## config.mk

```make
export PLATFORM = sky130hd
export DESIGN_NAME = fifo_flex
export DESIGN_NICKNAME = d
export VERILOG_FILES = /design/src/rtl/fifo_flex.sv
export SDC_FILE = /design/constraint.sdc
export NUM_CORES = 1
export LEC_CHECK = 0
export ABC_AREA = 1
export CORE_ASPECT_RATIO = 1.25
export CORE_MARGIN = 2
export CORE_UTILIZATION = 40
export DETAILED_ROUTE_END_ITERATION = 16
export GPL_TIMING_DRIVEN = 1
export HOLD_SLACK_MARGIN = 0.03
export PLACE_DENSITY = 0.55
export SLEW_MARGIN = 40
export SYNTH_ARGS = -nofsm -noshare
export SYNTH_HDL_FRONTEND = slang
export SYNTH_SLANG_ARGS = --single-unit
```

## constraint.sdc

```tcl
create_clock -name clk -period 3.5 [get_ports clk]
set_clock_uncertainty 0.15 [all_clocks]
set_input_delay 0.7 -clock clk [delete_from_list [all_inputs] [get_ports clk]]
set_output_delay 0.7 -clock clk [all_outputs]
set_load 0.01 [all_outputs]
```

## src/rtl/fifo_flex.sv

```systemverilog
// Synchronous FIFO with arbitrary depth, occupancy count, programmable
// almost-full/almost-empty thresholds, sticky error flags and selectable read mode.
module fifo_flex #(
    parameter int WIDTH     = 8,
    parameter int DEPTH     = 32,
    parameter int FWFT      = 1,
    parameter int AF_THRESH = DEPTH - 2,
    parameter int AE_THRESH = 2,
    parameter int CNT_WIDTH = $clog2(DEPTH + 1)
) (
    input  logic                 clk,
    input  logic                 rst,
    input  logic                 wr_en,
    input  logic [WIDTH-1:0]     din,
    output logic                 full,
    output logic                 almost_full,
    input  logic                 rd_en,
    output logic [WIDTH-1:0]     dout,
    output logic                 dout_valid,
    output logic                 empty,
    output logic                 almost_empty,
    output logic [CNT_WIDTH-1:0] count,
    output logic                 overflow,
    output logic                 underflow,
    input  logic                 clr_err
);

    localparam int PTR_W = (DEPTH > 1) ? $clog2(DEPTH) : 1;

    localparam logic [PTR_W-1:0]     LP_PTR_LAST = PTR_W'(DEPTH - 1);
    localparam logic [CNT_WIDTH-1:0] LP_DEPTH    = CNT_WIDTH'(DEPTH);
    localparam logic [CNT_WIDTH-1:0] LP_AF       = CNT_WIDTH'(AF_THRESH);
    localparam logic [CNT_WIDTH-1:0] LP_AE       = CNT_WIDTH'(AE_THRESH);

    logic [WIDTH-1:0]     r_mem [DEPTH];
    logic [PTR_W-1:0]     r_wr_ptr;
    logic [PTR_W-1:0]     r_rd_ptr;
    logic [CNT_WIDTH-1:0] r_count;
    logic                 r_overflow;
    logic                 r_underflow;

    logic                 w_full;
    logic                 w_empty;
    logic                 w_wr_acc;
    logic                 w_rd_acc;
    logic [PTR_W-1:0]     w_wr_ptr_nxt;
    logic [PTR_W-1:0]     w_rd_ptr_nxt;
    logic [WIDTH-1:0]     w_head;

    // Flags come only from the registered count, so they lag the causing edge by one cycle.
    assign w_full  = (r_count == LP_DEPTH);
    assign w_empty = (r_count == '0);

    assign w_wr_acc = wr_en && !w_full;
    assign w_rd_acc = rd_en && !w_empty;

    // Explicit wrap keeps non-power-of-two depths correct.
    assign w_wr_ptr_nxt = (r_wr_ptr == LP_PTR_LAST) ? '0 : r_wr_ptr + PTR_W'(1);
    assign w_rd_ptr_nxt = (r_rd_ptr == LP_PTR_LAST) ? '0 : r_rd_ptr + PTR_W'(1);

    assign w_head = r_mem[r_rd_ptr];

    // Storage has no reset so it can map onto RAM primitives.
    always_ff @(posedge clk) begin
        if (w_wr_acc && !rst) begin
            r_mem[r_wr_ptr] <= din;
        end
    end

    always_ff @(posedge clk) begin
        if (rst) begin
            r_wr_ptr <= '0;
            r_rd_ptr <= '0;
        end else begin
            if (w_wr_acc) begin
                r_wr_ptr <= w_wr_ptr_nxt;
            end
            if (w_rd_acc) begin
                r_rd_ptr <= w_rd_ptr_nxt;
            end
        end
    end

    always_ff @(posedge clk) begin
        if (rst) begin
            r_count <= '0;
        end else begin
            case ({w_wr_acc, w_rd_acc})
                2'b10:   r_count <= r_count + CNT_WIDTH'(1);
                2'b01:   r_count <= r_count - CNT_WIDTH'(1);
                default: r_count <= r_count;
            endcase
        end
    end

    // A new error event in the same cycle as clr_err keeps the flag set.
    always_ff @(posedge clk) begin
        if (rst) begin
            r_overflow  <= 1'b0;
            r_underflow <= 1'b0;
        end else begin
            if (wr_en && w_full) begin
                r_overflow <= 1'b1;
            end else if (clr_err) begin
                r_overflow <= 1'b0;
            end
            if (rd_en && w_empty) begin
                r_underflow <= 1'b1;
            end else if (clr_err) begin
                r_underflow <= 1'b0;
            end
        end
    end

    generate
        if (FWFT != 0) begin : g_fwft
            assign dout       = w_head;
            assign dout_valid = !w_empty;
        end else begin : g_reg
            logic [WIDTH-1:0] r_dout;
            logic             r_dout_valid;

            always_ff @(posedge clk) begin
                if (rst) begin
                    r_dout       <= '0;
                    r_dout_valid <= 1'b0;
                end else begin
                    r_dout_valid <= w_rd_acc;
                    if (w_rd_acc) begin
                        r_dout <= w_head;
                    end
                end
            end

            assign dout       = r_dout;
            assign dout_valid = r_dout_valid;
        end
    endgenerate

    assign full         = w_full;
    assign empty        = w_empty;
    assign almost_full  = (r_count >= LP_AF);
    assign almost_empty = (r_count <= LP_AE);
    assign count        = r_count;
    assign overflow     = r_overflow;
    assign underflow    = r_underflow;

endmodule

```

==> implementation parameters <==
Parameter                              Value

Timing
  Setup Viol. Count Final ... 0
  Final Max Tran Viols ... 0
  Fmax ... 0.2968 GHz
  Period utilization ... 96.26%
  Worst rel slew slack ... 62.26%
  Final min period ... 3.369 ns
  Least-Margin Pin Slew ... 0.5655 ns
  Aggregate negative setup slack ... 0 ns
  Hold violation total from the final report ... 0

Synth
  Count of synthesis-stage warnings from yosys ... 0
  Top flip-flop cell by instance count after synthesis ... sky130_fd_sc_hd__edfxtp_1
  Mean area per synthesized cell ... 11.06 um^2
  Cell with the most instances after synthesis ... sky130_fd_sc_hd__nand2_1
  Number of synthesized register bits ... 279
  Area fraction of the dominant cell type after synthesis ... 65.47%
  Top area cells in the synthesized netlist ... sky130_fd_sc_hd__edfxtp_1, sky130_fd_sc_hd__nand2_1, sky130_fd_sc_hd__nand3_1, sky130_fd_sc_hd__dfxtp_1, sky130_fd_sc_hd__a21oi_1
  Post-Synthesis Cell Area ... 11740 um^2
  Largest family of logic cells by synthesized area ... simple AND/OR/NAND/NOR gates
  Compound-gate portion of the synthesized area ... 3.804%
  Xor-xnor portion of the synthesized cell area ... 0.3729%
  Fraction of the yosys area taken by sequential cells ... 69.39%
  Cell taking the most area after synthesis ... sky130_fd_sc_hd__edfxtp_1
  Number of different library cells in the post-synthesis netlist ... 33
  Fraction of the mapped netlist area in simple logic gates ... 21.50%
  Share of cell area taken by muxes after synthesis ... 0%
  Post-synth top cells ... sky130_fd_sc_hd__nand2_1, sky130_fd_sc_hd__edfxtp_1, sky130_fd_sc_hd__nand3_1
  Mapped Nets ... 1085
  Proportion of synthesized flip-flops having asynchronous set or reset ... 0%
  Post-synthesis share of cell area spent on full adders, half adders and majority gates ... 1.066%
  Number of enable-type register cells in the synthesized netlist ... 256
  Cell count after synthesis ... 1062

Clocking
  TritonCTS clock tree ... done
  Total of hold buffers inserted after clock tree synthesis ... 0
  Insertion delay to the later sink of the worst-skew pair ... 0.54 ns
  CTS sink count ... 279
  Buffer depth of the longest clock path ... 3
  Clock Tree Root ... sky130_fd_sc_hd__clkbuf_16
  CTS H-Tree Depth ... 1
  Inserted Clock Buffers ... 28
  Clock transition at the registers of the reported paths ... 0.06 ns

Layout
  Fillers ... 2683
  Area Growth Syn to Fin ... 18.92%
  Final #Nets ... 1159
  Post-route non-filler standard cell count ... 1553
  Share of layout cells above drive strength 1 ... 11.75%
  Antenna fix cells ... 0

Worst setup path
  List of cells traversed by the critical path ... buf_16 -> nand2_1 -> nand3_1 -> nand3_1 -> a21oi_1 -> nor2_1 -> a21oi_2 -> clkdlybuf4s50_1
  Launch instance of the worst register-to-register path ... count[3]$_SDFFE_PP0P_
  Crit path DAT ... 2.52 ns
  Most Frequent Cell on Critical Path ... sky130_fd_sc_hd__nand3_1
  Library cell contributing the largest single delay on the critical path ... sky130_fd_sc_hd__clkdlybuf4s50_1
  Data required, critical path ... 2.65 ns
  Critical Setup Path Class ... flip-flop to primary output
  CP Launch Type ... flip-flop
  Highest net fanout along the worst path ... 27
  Max incr delay on CP ... 0.56 ns
  CP Capture Type ... primary output

Global routing
  Global-route wire length before repair ... 45320 um
  Vias in the first global route ... 7813
  Global router's overall resource usage ... 19.67%
  Maximum number of pins on one net before global-route repair ... 41
  Antenna violations before repair ... 0
  Total congestion overflow after global routing ... 0

Floorplanning
  Vertical die dimension ... 195.6 um
  Floorplan Core Area ... 29080 um^2
  Horiz. Die Dim ... 157.3 um
  Placement row count ... 70
  Floorplan die area ... 30750 um^2
  Initial core utilization ... 40.38%
  Number of I/O pins ... 34

Route
  Remaining antenna violation count ... 0
  Final routed wirelength across all metal layers ... 29920 um
  Initial DRC count ... 546
  Average vias per placed instance ... 5.079
  Routed length per placed instance ... 19.27 um
  Detailed-routing iteration count for the pre-antenna-repair pass ... 5
  Residual DRC ... 0
  Vias post-DR ... 7888

Pwr
  Worst VDD drop ... 374.8 uV
  Total power per unit cell area ... 684.8 nW/um^2
  Pleak ... 0.005220 uW

Outcome
  Status ... finished, final reports clean

Flow run
  Max-cap violations ... 0

Placed design
  Count of placed standard cells including taps ... 1493
  Number of buffer cells added on primary ports ... 33
  Routability congestion estimate from global placement ... 0.8892
  Half-perimeter wire length after placement ... 17990 um

Min path
  Hold Crit Start ... overflow$_SDFFE_PP0P_
  Hold crit path type ... flip-flop to flip-flop
-- metrics by stage --
step,total power (uW),hold WS [ns],setup slack [ns],area [um^2],utilization (%)
2_1_floorplan,5440,0.3219,1.012,11740,-
3_3_place_gp,6395,0.3008,0.3980,12790,43.98
3_5_place_dp,6406,0.3068,0.3490,12790,43.98
4_1_cts,9589,0.3176,-0.01571,13870,47.69
5_1_grt,10030,0.3380,-0.004535,13960,48.03
6_report,9563,0.3110,0.1310,13960,48.03
-- placed cells by master, fill, tap and decap left out, types with 4 or more instances in the layout --
master / n
sky130_fd_sc_hd__inv_1: 34
sky130_fd_sc_hd__clkdlybuf4s50_1: 26
sky130_fd_sc_hd__clkbuf_1: 6
sky130_fd_sc_hd__buf_6: 4
sky130_fd_sc_hd__dlymetal6s2s_1: 6
sky130_fd_sc_hd__bufinv_16: 4
sky130_fd_sc_hd__dfxtp_1: 21
sky130_fd_sc_hd__nand2_4: 4
sky130_fd_sc_hd__clkinv_1: 4
sky130_fd_sc_hd__nand3_1: 178
sky130_fd_sc_hd__buf_4: 51
sky130_fd_sc_hd__clkbuf_16: 30
sky130_fd_sc_hd__buf_16: 4
sky130_fd_sc_hd__ha_1: 10
sky130_fd_sc_hd__edfxtp_1: 256
sky130_fd_sc_hd__a21oi_1: 55
sky130_fd_sc_hd__clkinv_2: 7
sky130_fd_sc_hd__nand2_1: 341
sky130_fd_sc_hd__o31ai_1: 8
sky130_fd_sc_hd__nor2_1: 56
sky130_fd_sc_hd__o21ai_0: 8
sky130_fd_sc_hd__buf_12: 6
sky130_fd_sc_hd__a21oi_2: 5
-- timing repair --
action / in CTS / in global routing
setup endpoints to repair: 8 / 7
resized for setup: 13 / 11
setup buffers: 2 / 3
cloned: 3 / 1
-- state kept, by name (all words and copies together), names as in the netlist, named ones only --
signal     cells
r_mem        256
count          6
r_rd_ptr       5
r_wr_ptr       5
overflow       1
underflow      1
-- critical path: cells and delay by family, from the launching register on --
kind | cells | cell delay [ns]
buffers and inverters | 2 | 0.77
AOI/OAI and AO/OA | 2 | 0.38
and+or+nand+nor | 4 | 0.32
DFF | 1 | 0.49
-- kinds of logic after synthesis --
kind of cell / count (synthesis)
and+or+nand+nor: 591
DFF: 279
buffers and inverters: 96
AOI/OAI and AO/OA: 81
adders and majority gates: 10
xor gates and xnor gates: 5
-- metal layers --
metal / part of all wire (%) / vias to the layer above / track usage, %
met5: 0 / - / 0
met4: 3.1 / 0 / 6.902
li1: - / 3823 / -
met3: 4.0 / 55 / 2.974
met1: 41 / 3839 / 24.51
met2: 52 / 171 / 34.61
-- report_power, final --
part           switching, uW  leakage (uW)  total, uW  internal (uW)
logic                   1680       0.00227       2700           1020
clock network           1230      0.000459       3040           1800
registers                104       0.00249       3830           3730
-- area by class of cell --
cell class                      count  area, um^2  share of cell area (%)
Inverter                           40       170.2                   1.219
Tap cell                          396       495.5                   3.548
Multi-Input combinational cell    687        3159                   22.62
Timing Repair Buffer              100        1060                   7.589
Clock buffer                       35       748.2                   5.358
Clock inverter                     16       178.9                   1.281
Sequential cell                   279        8153                   58.38
-- final timing paths --
path / slack [ns] / cells past startpoint / end
worst max-delay path: 0.13 / 8 / dout[6]
worst min-delay path: 0.31 / 2 / overflow$_SDFFE_PP0P_
worst max register to register: 0.78 / 17 / count[4]$_SDFFE_PP0P_
worst min register to register: 0.31 / 2 / overflow$_SDFFE_PP0P_
Power figures use the tool's default switching activity.
